===== config.mk =====
export PLATFORM = sky130hd
export DESIGN_NAME = muldiv_seq
export DESIGN_NICKNAME = d
export VERILOG_FILES = /design/src/rtl/muldiv_seq_pkg.sv /design/src/rtl/muldiv_seq_step.sv /design/src/rtl/muldiv_seq.sv
export SDC_FILE = /design/constraint.sdc
export NUM_CORES = 1
export LEC_CHECK = 0
export ABC_AREA = 1
export CAP_MARGIN = 20
export CORE_MARGIN = 10
export CORE_UTILIZATION = 35
export DETAILED_ROUTE_END_ITERATION = 8
export REMOVE_ABC_BUFFERS = 1
export SYNTH_ARGS = -nofsm -noshare
export SYNTH_HDL_FRONTEND = slang
export SYNTH_HIERARCHICAL = 1
export SYNTH_SLANG_ARGS = --single-unit
export TNS_END_PERCENT = 20

===== constraint.sdc =====
create_clock -name clk -period 2.6 [get_ports clk]
set_clock_uncertainty 0.2 [all_clocks]
set_input_delay 0.26 -clock clk [delete_from_list [all_inputs] [get_ports clk]]
set_output_delay 0.26 -clock clk [all_outputs]
set_load 0.05 [all_outputs]

===== src/rtl/muldiv_seq_pkg.sv =====
// Shared encodings for the sequential multiply/divide unit.
// Op codes, FSM states and the iteration count live here.
package muldiv_seq_pkg;

    typedef enum logic [1:0] {
        MD_MULT  = 2'b00,
        MD_MULTU = 2'b01,
        MD_DIV   = 2'b10,
        MD_DIVU  = 2'b11
    } md_op_t;

    typedef enum logic [1:0] {
        ST_IDLE = 2'b00,
        ST_CALC = 2'b01,
        ST_FIX  = 2'b10
    } md_state_t;

    localparam int MD_ITER = 32;

    function automatic logic is_signed_op(input logic [1:0] op);
        return (op == MD_MULT) || (op == MD_DIV);
    endfunction

endpackage


===== src/rtl/muldiv_seq_step.sv =====
// One radix-2 iteration on {acc, opq}: shift-add for multiply,
// restoring shift-subtract for divide.
module md_step (
    input  logic        is_div,
    input  logic [31:0] acc,
    input  logic [31:0] opq,
    input  logic [31:0] b,
    output logic [31:0] acc_n,
    output logic [31:0] opq_n
);

    logic [32:0] sum;
    logic [32:0] sh;
    logic [33:0] diff;
    logic        diff_unused;

    assign diff_unused = diff[32];

    always_comb begin
        sum   = {1'b0, acc} + (opq[0] ? {1'b0, b} : 33'd0);
        sh    = {acc, opq[31]};
        diff  = {1'b0, sh} - {2'b00, b};
        acc_n = sum[32:1];
        opq_n = {sum[0], opq[31:1]};
        if (is_div) begin
            // diff[33] is the borrow: remainder too small, keep it
            if (!diff[33]) begin
                acc_n = diff[31:0];
                opq_n = {opq[30:0], 1'b1};
            end else begin
                acc_n = sh[31:0];
                opq_n = {opq[30:0], 1'b0};
            end
        end
    end

endmodule


===== src/rtl/muldiv_seq.sv =====
// Sequential 32-bit MULT/MULTU/DIV/DIVU unit with HI/LO and
// pipeline stall generation for dependent ID-stage instructions.
module muldiv_seq
    import muldiv_seq_pkg::*;
(
    input  logic        clk,
    input  logic        rst,
    input  logic        start_E,
    input  logic [1:0]  op_E,
    input  logic [31:0] rs_val_E,
    input  logic [31:0] rt_val_E,
    input  logic        hilo_rd_D,
    input  logic        md_op_D,
    output logic [31:0] hi,
    output logic [31:0] lo,
    output logic        busy,
    output logic        done,
    output logic        PCEnF,
    output logic        IF_ID_wr,
    output logic        ID_Ex_flush
);

    localparam logic [4:0] CNT_LAST = 5'(MD_ITER - 1);

    md_state_t   state;
    logic [4:0]  cnt;
    logic        div_q;
    logic        neg_q;
    logic        neg_r;
    logic [31:0] acc;
    logic [31:0] opq;
    logic [31:0] dvs;
    logic [31:0] acc_n;
    logic [31:0] opq_n;

    logic        sgn;
    logic [31:0] a_mag;
    logic [31:0] b_mag;
    logic [63:0] prod;
    logic [31:0] q_s;
    logic [31:0] r_s;
    logic [31:0] res_hi;
    logic [31:0] res_lo;
    logic        stall;

    md_step u_step (
        .is_div (div_q),
        .acc    (acc),
        .opq    (opq),
        .b      (dvs),
        .acc_n  (acc_n),
        .opq_n  (opq_n)
    );

    assign busy  = (state != ST_IDLE);
    assign sgn   = is_signed_op(op_E);
    assign a_mag = (sgn && rs_val_E[31]) ? -rs_val_E : rs_val_E;
    assign b_mag = (sgn && rt_val_E[31]) ? -rt_val_E : rt_val_E;

    // Sign fix: a zero divisor still yields hi = rs, since the
    // remainder magnitude is |rs| and takes the dividend's sign.
    always_comb begin
        prod = neg_q ? -{acc, opq} : {acc, opq};
        q_s  = neg_q ? -opq : opq;
        r_s  = neg_r ? -acc : acc;
        {res_hi, res_lo} = prod;
        if (div_q) begin
            res_hi = r_s;
            res_lo = (dvs == 32'd0) ? 32'hFFFF_FFFF : q_s;
        end
    end

    assign stall       = !rst && (busy || start_E) && (hilo_rd_D || md_op_D);
    assign PCEnF       = !stall;
    assign IF_ID_wr    = !stall;
    assign ID_Ex_flush = stall;

    always_ff @(posedge clk) begin
        if (rst) begin
            state <= ST_IDLE;
            cnt   <= '0;
            div_q <= 1'b0;
            neg_q <= 1'b0;
            neg_r <= 1'b0;
            acc   <= '0;
            opq   <= '0;
            dvs   <= '0;
            hi    <= '0;
            lo    <= '0;
            done  <= 1'b0;
        end else begin
            done <= 1'b0;
            case (state)
                ST_IDLE: begin
                    if (start_E) begin
                        div_q <= op_E[1];
                        neg_q <= (sgn && rs_val_E[31]) ^ (sgn && rt_val_E[31]);
                        neg_r <= sgn && rs_val_E[31];
                        acc   <= '0;
                        opq   <= a_mag;
                        dvs   <= b_mag;
                        cnt   <= '0;
                        state <= ST_CALC;
                    end
                end
                ST_CALC: begin
                    acc <= acc_n;
                    opq <= opq_n;
                    cnt <= cnt + 5'd1;
                    if (cnt == CNT_LAST) state <= ST_FIX;
                end
                ST_FIX: begin
                    hi    <= res_hi;
                    lo    <= res_lo;
                    done  <= 1'b1;
                    state <= ST_IDLE;
                end
                default: state <= ST_IDLE;
            endcase
        end
    end

    a_no_start_when_busy: assert property (
        @(posedge clk) disable iff (rst) !(busy && start_E)
    );

endmodule


==> flow_summary.yaml <==
detailed_routing:
  finalWirelength_um: 70000
  drt-pass1-iter-count: 6
  num_vias: 20400
  via_per_inst: 5.09
  drc_errors: 0
  drtIter0Drc: 1926
  wl_per_cell_um: 17.4
  detail-route-antenna-nets: 0
worst_setup_path:
  cpPeakStageDelay_ns: 0.45
  worstPathMaxFanout: 8
  critPathKind: "flip-flop to flip-flop"
  arrival_ns: 2.79
  end_kind: "flip-flop"
  cp.required_ns: 2.78
  cp_cell_sequence: "buf_4 > nand2_1 > inv_1 > ha_4 > a21oi_1 > o21ai_1 > a21oi_1 > nand2_1 > or2_2 > nand3_1 > nand2_1 > a22oi_1 > nor2_1"
  path_buf_inv: 2
  critPathLaunchType: "flip-flop"
  cp.depth: 13
  cp_slowest_cell: "dfxtp_4"
  reg2reg_depth: 13
  crit_family: "simple AND/OR/NAND/NOR gates"
  critical_path.most_common_cell: "nand2_1"
synthesis:
  ys_ff_latch: 171
  synth-seq-area-share_pct: 20.1
  syn-mean-instance-area_um2: 5.53
  synth_area_um2: 17000
  synth-main-ff-cell: "dfxtp_1"
  yosys.cell_types.count: 53
  synthArstFlopShare_pct: 0
  syn_inst: 3075
  yosysWarnings: 6
  synth_edf_count: 0
placement:
  dp_hpwl_um: 54800
  placed_area_um2: 20700
  placed_cells: 3968
  globalplace.congestion: 0.992
  numPortBuffers: 139
  dp_slack_ns: -0.125
outcome:
  status: "complete, but fails checks"
  violations: "setup timing"
clocking:
  cts_num_sinks: 171
  cts-root-buf: "clkbuf_16"
  clk_path_buf_depth: 2
  clk_pin_slew_ns: 0.08
  cts_max_level: 4
  hold_buffers: 0
  clk_latency_ns: 0.50
  cts_tree: "yes"
  cts_made_buffers: 17
grt:
  grt_max_degree: 79
  grt.total_usage_pct: 23.3
  antenna_found_initial: 1
  grt_pass1_vias: 18400
  overflow: 0
  grt_pass1_wl_um: 105000
power:
  p_int_mw: 5.25
  irDropWorstVdd_mv: 0.418
  totalPowerFinal_mw: 8.50
  p_clk_share_pct: 30.9
  pwr-share-seq_pct: 33.9
  switchingPower_mw: 3.25
  power.density_nw_per_um2: 376
  combPwrFrac_pct: 35.3
  leakage_nw: 11.1
  switching_share_pct: 38.2
finish:
  fin_area_um2: 22600
  fill_cells: 5118
  fin_cells: 4012
  drive_gt1_share_pct: 17.5
  nNetsFinal: 3527
  area_growth_pct: 32.8
  num_antenna_cells: 0
floorplanning:
  fp-row-count: 80
  die_w_um: 240
  initial_core_util_pct: 35.5
  die_y_um: 240
  core_area_um2: 47900
  pin_count: 140
  dieArea_um2: 57800
sta:
  finalSetupViolCount: 1
  setup_ws_ns: -0.0179
  slew_viol_final: 0
  relSlewSlack_pct: 56.4
  min_period_ns: 2.62
  clock.fmax_ghz: 0.382
  timing_worst_slew_pin_value_ns: 0.654
  hold_viol: 0
  grt_setup_unrepaired: "yes"
  period_share_pct: 101
hold_path:
  worstHoldPathCells: 3
  hp-class: "primary input to flip-flop"
job:
  maxCapViolCount: 0
[worst reg2reg max path, cell delays in order (launching register included)]
cell	delay (ns)
dfxtp_4	0.45
buf_4	0.15
nand2_1	0.05
inv_1	0.10
ha_4	0.22
a21oi_1	0.19
o21ai_1	0.13
a21oi_1	0.18
nand2_1	0.12
or2_2	0.28
nand3_1	0.13
nand2_1	0.07
a22oi_1	0.17
nor2_1	0.05
[registers in the layout, summed over array words and instances (netlist names)]
register / count
dvs: 32
hi: 32
opq: 32
state: 2
cnt: 5
done: 1
lo: 32
div_q: 1
neg_q: 1
acc: 32
neg_r: 1
[cells in the mapped netlist, types with 16 or more instances]
cell type / count / area share, %
a21oi_1: 167 / 4.9
or2_2: 25 / 0.92
nor2_2: 16 / 0.59
dfxtp_1: 171 / 20
a22oi_1: 36 / 1.6
nor3_1: 30 / 0.88
nand2_2: 19 / 0.70
xor2_1: 37 / 1.9
nand3b_1: 34 / 1.5
inv_1: 434 / 9.6
xnor2_1: 20 / 1.0
nor2_1: 397 / 8.8
ha_1: 70 / 5.1
o21ai_0: 208 / 6.1
nand4_1: 32 / 1.2
clkbuf_1: 63 / 1.4
a31oi_1: 22 / 0.81
buf_2: 23 / 0.68
nand3_1: 204 / 6.0
nand2_1: 956 / 21
[final timing paths]
kind	start	end	slack, ns
worst max-delay path	opq[0]$_SDFFE_PP0P_	acc[10]$_SDFFE_PP0P_	-0.02
worst min-delay path	rst	acc[26]$_SDFFE_PP0P_	0.11
worst max register to register	opq[0]$_SDFFE_PP0P_	acc[10]$_SDFFE_PP0P_	-0.02
worst min register to register	cnt[3]$_SDFFE_PP0P_	cnt[3]$_SDFFE_PP0P_	0.27
[area by class of cell]
class | count | area (µm²) | area share, %
multi-input cells | 2357 | 12600 | 55.6
repair buffers | 393 | 3560 | 15.7
flip-flops and latches | 171 | 3460 | 15.3
inverters | 444 | 1670 | 7.38
well taps | 615 | 769 | 3.41
clock buffers | 22 | 464 | 2.05
clock inverters | 10 | 105 | 0.465
[repair_timing]
| action | 4_1_cts | 5_1_grt |
|---|---|---|
| gates resized for setup | 19 | 241 |
| setup endpoints to repair | 24 | 35 |
| cloned | 0 | 5 |
| pin swaps | 1 | 30 |
| buffers inserted | 0 | 7 |
[cells in the final DEF, fill, tap and decap left out, drive strengths merged, types with 4 or more instances in the layout]
master           n
nand2          979
inv            447
nor2           421
buf            253
o21ai          223
nand3          209
dfxtp          171
a21oi          169
clkdlybuf4s50  135
ha              70
xor2            37
a22oi           36
nand3b          34
nand4           32
nor3            32
or2             25
clkbuf          25
a31oi           22
xnor2           20
o211ai          14
o221ai           6
and2             4
o31ai            4
[power groups by stage]
| stage | sequential [mW] | clock, mW | combinational, mW |
|---|---|---|---|
| CTS | 2.87 | 2.69 | 2.80 |
| global route | 2.89 | 2.78 | 3.29 |
| global placement | 2.92 | 0 | 2.77 |
| floorplan | 2.91 | 0 | 1.56 |
| finish | 2.88 | 2.63 | 3.00 |
| detailed placement | 2.93 | 0 | 2.77 |
[per-stage QoR]
stage,utilization (%),hold slack [ns],setup TNS [ns]
3_3_place_gp,43.2,0.259,-0.336
4_1_cts,44.5,0.108,0
5_1_grt,47.1,0.123,-1.80
3_5_place_dp,43.2,0.261,-0.992
2_1_floorplan,-,0.129,-139.18
6_report,47.1,0.111,-0.0179
[per-layer routing]
layer / routed length, µm / share of wire [%] / global-route usage (%)
met1: 32200 / 46 / 31.7
met3: 5310 / 7.6 / 4.80
met2: 31000 / 44 / 36.6
met4: 1450 / 2.1 / 6.15
met5: 0 / 0 / 0
[cell families after synthesis]
kind of cell | after synthesis | share of synthesized area (%)
AOI/OAI and AO/OA | 488 | 15.8
xor gates and xnor gates | 57 | 2.93
adders and majority gates | 72 | 5.38
buffers and inverters | 548 | 12.6
DFF | 171 | 20.1
and+or+nand+nor | 1739 | 43.1
No activity file was read; power rests on OpenSTA's default activity.
